==> src/rtl/rd_guard_pkg.sv <==
// rd_guard_pkg: shared types and helpers for the read-latency guard.
//   slot_state_e    : per-slot FSM state (FREE, WAIT_FIRST, STREAMING)
//   RD_GUARD_SLOT_T : macro that declares the parameterised slot_t record
//                     inside a module, sized by ID/txn/budget widths
//   slot_idx_w()    : index width for a given slot count (min 1)
`ifndef RD_GUARD_PKG_SV
`define RD_GUARD_PKG_SV

// Expand inside a module that imports rd_guard_pkg; declares type slot_t.
`define RD_GUARD_SLOT_T(IDW, TW, BW) \
    typedef struct packed { \
        slot_state_e        state; \
        logic               frozen; \
        logic [(IDW)-1:0]   id; \
        logic [(TW)-1:0]    num_txn; \
        logic [(BW)-1:0]    cnt; \
    } slot_t;

package rd_guard_pkg;

    typedef enum logic [1:0] {
        FREE       = 2'd0,
        WAIT_FIRST = 2'd1,
        STREAMING  = 2'd2
    } slot_state_e;

    function automatic int slot_idx_w(input int n);
        return (n > 1) ? $clog2(n) : 1;
    endfunction

endpackage

`endif

==> src/rtl/rd_guard_slot.sv <==
// rd_guard_slot: one tracked read ID - slot FSM, outstanding-txn counter and
// budget down-counter. The top decides which slot sees alloc/ar_hit/r_hit.
// Optional feature macro: RD_GUARD_LAT_STATS_EN (adds lat_valid/lat outputs).
// Ports:
//   clk, rst        clock, async active-high reset
//   tick            prescaled count enable
//   clear           free the slot (sticky-clear from the top)
//   alloc           claim this FREE slot for ar_id
//   ar_hit, r_hit   AR / R handshake for this slot's ID
//   r_last          R beat is the last of its burst
//   ar_id           ID to latch on alloc
//   first_budget    reload value for AR -> first R
//   beat_budget     reload value between R beats
//   busy, id, sat   slot occupied, its ID, txn counter saturated
//   expire          budget ran out this cycle
//   lat_valid, lat  first-beat latency sample (stats build only)
module rd_guard_slot
    import rd_guard_pkg::*;
#(
    parameter int IdWidth     = 4,
    parameter int TxnCntWidth = 3,
    parameter int BudgetWidth = 10
) (
    input  logic                   clk,
    input  logic                   rst,
    input  logic                   tick,
    input  logic                   clear,
    input  logic                   alloc,
    input  logic                   ar_hit,
    input  logic                   r_hit,
    input  logic                   r_last,
    input  logic [IdWidth-1:0]     ar_id,
    input  logic [BudgetWidth-1:0] first_budget,
    input  logic [BudgetWidth-1:0] beat_budget,
    output logic                   busy,
    output logic [IdWidth-1:0]     id,
    output logic                   sat,
    output logic                   expire
`ifdef RD_GUARD_LAT_STATS_EN
    ,
    output logic                   lat_valid,
    output logic [BudgetWidth-1:0] lat
`endif
);

    `RD_GUARD_SLOT_T(IdWidth, TxnCntWidth, BudgetWidth)

    slot_t                  cur, nxt;
    logic [TxnCntWidth-1:0] txn;

    always_ff @(posedge clk or posedge rst) begin
        if (rst) cur <= '0;
        else     cur <= nxt;
    end

    always_comb begin
        nxt = cur;
        // AR and R-last in the same cycle cancel, so a slot about to drain
        // is kept when a new AR for its ID arrives.
        txn = cur.num_txn + TxnCntWidth'(ar_hit) - TxnCntWidth'(r_hit & r_last);
        if (clear) begin
            nxt = '0;
        end else if (alloc) begin
            nxt.state   = WAIT_FIRST;
            nxt.frozen  = 1'b0;
            nxt.id      = ar_id;
            nxt.num_txn = TxnCntWidth'(1);
            nxt.cnt     = first_budget;
        end else if (cur.state != FREE && !cur.frozen) begin
            nxt.num_txn = txn;
            if (r_hit) begin
                if (r_last && txn == '0) begin
                    nxt.state = FREE;
                    nxt.cnt   = '0;
                end else if (r_last) begin
                    nxt.state = WAIT_FIRST;
                    nxt.cnt   = first_budget;
                end else begin
                    nxt.state = STREAMING;
                    nxt.cnt   = beat_budget;
                end
            end else if (tick) begin
                // A tick that finds the counter at zero is the timeout; the
                // slot then holds its contents for post-mortem until cleared.
                if (cur.cnt == '0) nxt.frozen = 1'b1;
                else               nxt.cnt    = cur.cnt - BudgetWidth'(1);
            end
        end
    end

    always_comb begin
        busy   = (cur.state != FREE);
        id     = cur.id;
        sat    = &cur.num_txn;
        expire = busy && !cur.frozen && tick && !r_hit && (cur.cnt == '0);
    end

`ifdef RD_GUARD_LAT_STATS_EN
    logic [BudgetWidth-1:0] lat_base;

    // Remember the first-beat budget actually loaded so latency is exact
    // even if first_budget changes while the slot waits.
    always_ff @(posedge clk or posedge rst) begin
        if (rst)
            lat_base <= '0;
        else if (alloc || (r_hit && r_last && busy && !cur.frozen))
            lat_base <= first_budget;
    end

    assign lat_valid = r_hit && !cur.frozen && (cur.state == WAIT_FIRST);
    assign lat       = lat_base - cur.cnt;
`endif

endmodule

==> src/rtl/rd_latency_guard.sv <==
// rd_latency_guard: passive per-ID AXI read watchdog. Tracks up to NumSlots
// distinct read IDs, times AR -> first R and R beat -> beat against two
// budgets, and raises a sticky reset request plus a one-cycle IRQ on expiry.
// Optional feature macro: RD_GUARD_LAT_STATS_EN (adds max_lat_o).
// Ports:
//   clk_i, rst_i               clock, async active-high reset
//   en_i                       accept new ARs (existing slots always drain)
//   ar_valid_i/ready_i/id_i    AR handshake observation
//   r_valid_i/ready_i/id_i     R handshake observation
//   r_last_i                   R last beat
//   first_budget_i             ticks from AR accept to first R beat
//   beat_budget_i              ticks between R beats
//   reset_clear_i              clear sticky outputs and free all slots
//   reset_req_o, irq_o         sticky reset request, rising-edge pulse
//   timeout_slot_o             lowest slot that expired first
//   full_o                     no free slot
//   err_unexp_o, err_ovf_o     sticky: untracked R, dropped AR
//   max_lat_o                  worst first-beat latency (stats build only)
module rd_latency_guard
    import rd_guard_pkg::*;
#(
    parameter  int IdWidth      = 4,
    parameter  int NumSlots     = 8,
    parameter  int TxnCntWidth  = 3,
    parameter  int BudgetWidth  = 10,
    parameter  int PrescalerDiv = 1,
    localparam int SlotIdxW     = slot_idx_w(NumSlots)
) (
    input  logic                   clk_i,
    input  logic                   rst_i,
    input  logic                   en_i,
    input  logic                   ar_valid_i,
    input  logic                   ar_ready_i,
    input  logic [IdWidth-1:0]     ar_id_i,
    input  logic                   r_valid_i,
    input  logic                   r_ready_i,
    input  logic [IdWidth-1:0]     r_id_i,
    input  logic                   r_last_i,
    input  logic [BudgetWidth-1:0] first_budget_i,
    input  logic [BudgetWidth-1:0] beat_budget_i,
    input  logic                   reset_clear_i,
    output logic                   reset_req_o,
    output logic                   irq_o,
    output logic [SlotIdxW-1:0]    timeout_slot_o,
    output logic                   full_o,
    output logic                   err_unexp_o,
    output logic                   err_ovf_o
`ifdef RD_GUARD_LAT_STATS_EN
    ,
    output logic [BudgetWidth-1:0] max_lat_o
`endif
);

    localparam int PreW = (PrescalerDiv > 1) ? $clog2(PrescalerDiv) : 1;

    logic                                busy_all;
    logic [NumSlots-1:0]                 busy, sat, expire;
    logic [NumSlots-1:0]                 ar_match, r_match, ar_hit, r_hit, alloc;
    logic [NumSlots-1:0][IdWidth-1:0]    slot_id;
    logic                                ar_fire, r_fire, ar_any, ar_sat, have_free;
    logic                                ovf_evt, unexp_evt, any_exp;
    logic [SlotIdxW-1:0]                 free_idx, exp_idx;
    logic                                tick;

    // ---------------- prescaler ----------------
    generate
        if (PrescalerDiv <= 1) begin : g_no_pre
            assign tick = 1'b1;
        end else begin : g_pre
            logic [PreW-1:0] pre_cnt;
            logic            tick_q;
            // Registered tick: one clean pulse every PrescalerDiv cycles.
            always_ff @(posedge clk_i or posedge rst_i) begin
                if (rst_i) begin
                    pre_cnt <= '0;
                    tick_q  <= 1'b0;
                end else if (pre_cnt == PreW'(PrescalerDiv - 1)) begin
                    pre_cnt <= '0;
                    tick_q  <= 1'b1;
                end else begin
                    pre_cnt <= pre_cnt + PreW'(1);
                    tick_q  <= 1'b0;
                end
            end
            assign tick = tick_q;
        end
    endgenerate

    // ---------------- match / allocate ----------------
    assign ar_fire = ar_valid_i & ar_ready_i & en_i;
    assign r_fire  = r_valid_i & r_ready_i;

    always_comb begin
        for (int i = 0; i < NumSlots; i++) begin
            ar_match[i] = busy[i] && (slot_id[i] == ar_id_i);
            r_match[i]  = busy[i] && (slot_id[i] == r_id_i);
        end
    end

    // Lowest-index free slot and lowest-index expiring slot.
    always_comb begin
        free_idx  = '0;
        have_free = 1'b0;
        exp_idx   = '0;
        for (int i = NumSlots - 1; i >= 0; i--) begin
            if (!busy[i]) begin
                free_idx  = SlotIdxW'(i);
                have_free = 1'b1;
            end
            if (expire[i]) exp_idx = SlotIdxW'(i);
        end
    end

    assign ar_any    = |ar_match;
    assign ar_sat    = |(ar_match & sat);
    assign any_exp   = |expire;
    assign busy_all  = &busy;
    assign ovf_evt   = ar_fire && (ar_any ? ar_sat : !have_free);
    assign unexp_evt = r_fire && !(|r_match);

    always_comb begin
        for (int i = 0; i < NumSlots; i++) begin
            ar_hit[i] = ar_fire && !ar_sat && ar_match[i];
            r_hit[i]  = r_fire && r_match[i];
            alloc[i]  = ar_fire && !ar_any && have_free && (free_idx == SlotIdxW'(i));
        end
    end

    // ---------------- slots ----------------
`ifdef RD_GUARD_LAT_STATS_EN
    logic [NumSlots-1:0]                  lat_valid;
    logic [NumSlots-1:0][BudgetWidth-1:0] lat;
`endif

    generate
        for (genvar g = 0; g < NumSlots; g++) begin : g_slot
            rd_guard_slot #(
                .IdWidth     (IdWidth),
                .TxnCntWidth (TxnCntWidth),
                .BudgetWidth (BudgetWidth)
            ) u_slot (
                .clk          (clk_i),
                .rst          (rst_i),
                .tick         (tick),
                .clear        (reset_clear_i),
                .alloc        (alloc[g]),
                .ar_hit       (ar_hit[g]),
                .r_hit        (r_hit[g]),
                .r_last       (r_last_i),
                .ar_id        (ar_id_i),
                .first_budget (first_budget_i),
                .beat_budget  (beat_budget_i),
                .busy         (busy[g]),
                .id           (slot_id[g]),
                .sat          (sat[g]),
                .expire       (expire[g])
`ifdef RD_GUARD_LAT_STATS_EN
                ,
                .lat_valid    (lat_valid[g]),
                .lat          (lat[g])
`endif
            );
        end
    endgenerate

    // ---------------- sticky flags ----------------
    always_ff @(posedge clk_i or posedge rst_i) begin
        if (rst_i) begin
            reset_req_o    <= 1'b0;
            irq_o          <= 1'b0;
            timeout_slot_o <= '0;
            err_unexp_o    <= 1'b0;
            err_ovf_o      <= 1'b0;
        end else if (reset_clear_i) begin
            reset_req_o    <= 1'b0;
            irq_o          <= 1'b0;
            timeout_slot_o <= '0;
            err_unexp_o    <= 1'b0;
            err_ovf_o      <= 1'b0;
        end else begin
            // Only the first expiry is reported; later ones are absorbed.
            irq_o       <= any_exp && !reset_req_o;
            reset_req_o <= reset_req_o | any_exp;
            if (any_exp && !reset_req_o) timeout_slot_o <= exp_idx;
            err_unexp_o <= err_unexp_o | unexp_evt;
            err_ovf_o   <= err_ovf_o | ovf_evt;
        end
    end

    assign full_o = busy_all;

`ifdef RD_GUARD_LAT_STATS_EN
    logic [BudgetWidth-1:0] max_lat_q, lat_cand;

    always_comb begin
        lat_cand = max_lat_q;
        for (int i = 0; i < NumSlots; i++)
            if (lat_valid[i] && lat[i] > lat_cand) lat_cand = lat[i];
    end

    always_ff @(posedge clk_i or posedge rst_i) begin
        if (rst_i)              max_lat_q <= '0;
        else if (reset_clear_i) max_lat_q <= '0;
        else                    max_lat_q <= lat_cand;
    end

    assign max_lat_o = max_lat_q;
`endif

endmodule

==> config.mk <==
export PLATFORM = sky130hd
export DESIGN_NAME = rd_latency_guard
export DESIGN_NICKNAME = d
export VERILOG_FILES = /design/src/rtl/rd_guard_pkg.sv /design/src/rtl/rd_guard_slot.sv /design/src/rtl/rd_latency_guard.sv
export SDC_FILE = /design/constraint.sdc
export NUM_CORES = 1
export LEC_CHECK = 0
export ABC_AREA = 1
export ABC_CLOCK_PERIOD_IN_PS = 14400
export CAP_MARGIN = 20
export CORE_UTILIZATION = 35
export CTS_CLUSTER_DIAMETER = 50
export DETAILED_ROUTE_END_ITERATION = 8
export PLACE_DENSITY = 0.6
export SYNTH_ARGS = -nofsm -noshare
export SYNTH_HDL_FRONTEND = slang
export SYNTH_SLANG_ARGS = --single-unit
export TNS_END_PERCENT = 30
==> constraint.sdc <==
create_clock -name clk_i -period 14.4 [get_ports clk_i]
set_input_delay 2.88 -clock clk_i [delete_from_list [all_inputs] [get_ports clk_i]]
set_output_delay 2.88 -clock clk_i [all_outputs]
set_load 0.005 [all_outputs]
==> results.md <==
- Run status: finished, final reports clean
- Synthesized instance count: 2169
- Number of failing setup endpoints in the final timing report: 0
- Post-CTS resize count: 0
- Crit. End Element: flop
- Hold Crit Class: flop to flop
- Via count of the routed design: 13810
- Max FO, Critical Path: 11
- CTS tree: built
- Estimated wirelength of the detail-placed design: between 30 and 40 mm
- Aggregate negative setup slack: 0 ps
- Number of sinks handled by clock tree synthesis: around 170
- Max H-tree Level: 4
- Crit Path Class: input port to flop
- Top-area cell type share of the netlist area: 0.3141
- Count of TritonRoute iterations in the first routing pass: 6
- RSZ-0062 raised after global routing: false
- Average wire per cell in the routed design: 16.49 um
- Nature of the critical path startpoint: input port
- Area enclosed by the die boundary: ~39000 um^2
- Wirelength, routed: 44.49 mm
- FMAX: 136.2 MHz
- Leading cell types by total area after synthesis: dfrtp_1 31%, nand2_1 25%, nor2_1 8.8%
- Leak Pwr: between 0.007 and 0.008 uW
- Ratio of cells with drive above 1 in the final layout: 0.04572
- Pin count of the biggest net entering global routing: 76
- Post-CTS Setup Inserts: 0
- Global placer's final weighted congestion: 0.9154
- Most used standard cell by instance count after synthesis: nand2_1
- Number of global-route vias before repair: between 10000 and 15000
- Post-route minimum period: 7340 ps
- Remaining Overflow, GRT: 0
- Die height: ~200 um
- Synth cell count leaders: 881 x nand2_1, 312 x nor2_1, 192 x inv_1
- Final count of pins violating max slew: 0
- Distinct cell type count after synthesis: a little over 40
- Final count of hold timing violations: 0
- Proportion of synthesized flip-flops having asynchronous set or reset: 1.000
- Max-cap violation count: 0
- I/O pin count: between 40 and 50
- Initial antenna violation count: 0
- Number of CTS-inserted buffers: 17
- Data required time at the worst endpoint: 14740 ps
- Net count of the mapped netlist: about 2200
- Sequential fraction of the synthesis area: 0.3141
- Clock latency at the later pin of the worst-skew pair: roughly 460 ps
- Clock transition at the register clock pins on the worst setup and hold paths after CTS: around 70 ps
- Ys Warns: 0
- Synthesized flop and latch total: between 150 and 200
- First-pass GRT wire length: slightly above 70 mm
- Clk_skew: roughly 16 ps
- Average cell area after synthesis: between 6 and 7 um^2
- Transition at the pin with the smallest max-transition slack: around 900 ps
- Port Buffer Count: 44
- Post-placement setup slack: roughly 6700 ps
- Total power divided by cell area: roughly 130 nW/um^2
- Clock root buffer: clkbuf_16
- Number of synthesized flops with an enable pin: 0
- Antenna-violating nets left: 0
- Final worst-path cycle share: 0.5097
- Number of inserted diodes: 0
- Max Buffers Root-to-Sink: 2
- Worst hold stages: 2
- Data arrival time at the worst-slack endpoint: 7680 ps
- Cell type with the largest total area after synthesis: dfrtp_1
- Die Wd: 197.0 um
- Maximum resistive drop on vdd: ~81 uV
- Number of filler cells placed in the layout: around 4000
- Final setup margin: approximately 7000 ps
- Average via count per standard cell: 5.119
- Net count, final: 2243
- Slew margin rel.: 0.3971
- GRT Overall Usage: 0.2371
- # hold bufs at CTS: 0
- Number of cells traversed by the worst register-to-register path: 26
- Row count: around 70
- Core box area: around 38000 um^2
- Post-synthesis instance area: around 13000 um^2
- Count of routing violations after the opening detailed-route iteration: between 1500 and 2000
- Residual DRC count: 0
- Power after layout: 1863 uW
- Effective utilization at floorplan: 0.3541
- Relative area change from synthesis to final layout: 11.78%
- Synth Flop Type: dfrtp_1
[final timing paths]
check	start	to	slack (ps)
max	ar_id_i[1]	g_slot[2].u_slot.cur[4]$_DFFE_PP0P_	7060
min	g_slot[7].u_slot.cur[18]$_DFFE_PP0P_	g_slot[7].u_slot.cur[18]$_DFFE_PP0P_	490
max reg2reg	g_slot[5].u_slot.cur[18]$_DFFE_PP0P_	g_slot[2].u_slot.cur[4]$_DFFE_PP0P_	9590
min reg2reg	g_slot[7].u_slot.cur[18]$_DFFE_PP0P_	g_slot[7].u_slot.cur[18]$_DFFE_PP0P_	490
max in group asynchronous	rst_i	g_slot[0].u_slot.cur[8]$_DFFE_PP0P_	10270
min in group asynchronous	rst_i	g_slot[5].u_slot.cur[2]$_DFFE_PP0P_	2940
[area by class of cell]
cell class	count	area (um^2)	area share
clock buffer	20	466.7	0.03138
clock inverter	12	167.7	0.01127
inverter	199	753.2	0.05064
multi-input combinational	1718	8005	0.5382
sequential	167	4179	0.2810
tap	511	639.4	0.04298
timing repair buffer	71	663.1	0.04458
[stage by stage]
stage / hold slack, ps / std cells / util / instance area (um^2)
3_3_place_gp: 474.3 / 2665 / 0.3782 / 14210
3_5_place_dp: 477.3 / 2665 / 0.3782 / 14210
2_1_floorplan: 453.0 / 2169 / - / 13310
4_1_cts: 496.0 / 2697 / 0.3951 / 14850
5_1_grt: 519.4 / 2698 / 0.3958 / 14870
6_report: 494.9 / 2698 / 0.3958 / 14870
[sequential cells by signal, indices dropped and copies added (netlist names)]
signal             count
err_unexp_o            1
err_ovf_o              1
irq_o                  1
timeout_slot_o         3
reset_req_o            1
g_slot.u_slot.cur    128
g_slot.u_slot.id      32
[cells in the final DEF (no fill, tap or decap), drive strengths merged, types with 8 or more instances in the layout]
master and count:
o21ai 86, a211oi 19, nor2 318, inv 197
clkinv 8, fa 8, nand2 897, clkbuf 20
nand4 62, xor2 54, buf 27, a31oi 9
nor3 16, ha 24, nand3 158, dfrtp 167
a21oi 14, xnor2 22, clkdlybuf4s50 44
[critical path, cell delays in order]
cell and delay [ps]:
clkdlybuf4s50_1 770, inv_1 190, o21ai_1 170, nor2_1 90, nand3_1 110, o22ai_1 80
nor2_1 110, nand2_1 70, nor2_1 460, nand3_1 240, ha_1 330, inv_1 60
ha_1 130, inv_1 50, fa_1 410, xnor2_1 190, xor2_1 250, nand4_1 480
nand2_1 200, nand2_1 60, nand2_1 70, nand2_1 50, nand2_1 60, nor2_1 50
nand2_1 50, nand2_1 50
[logic make-up after synthesis]
group | after synthesis | synth area share
buffers and inverters | 284 | 0.08463
flip-flops | 167 | 0.3141
AND/OR/NAND/NOR | 1466 | 0.4555
AO/OA/AOI/OAI | 144 | 0.06121
XOR/XNOR | 76 | 0.05002
adder cells (fa/ha/maj) | 32 | 0.03460
[routing by layer]
layer | up-vias | GRT usage | share of wire
met5 | - | 0 | 0
met4 | 0 | 0.08096 | 0.028
met3 | 66 | 0.03439 | 0.069
met2 | 453 | 0.3704 | 0.44
met1 | 6474 | 0.3333 | 0.47
li1 | 6818 | - | -
[power breakdown]
part | switching [uW] | internal, uW
logic | 443 | 288
registers | 77.9 | 545
clock network | 220 | 290
(Power assumes the default switching activity.)
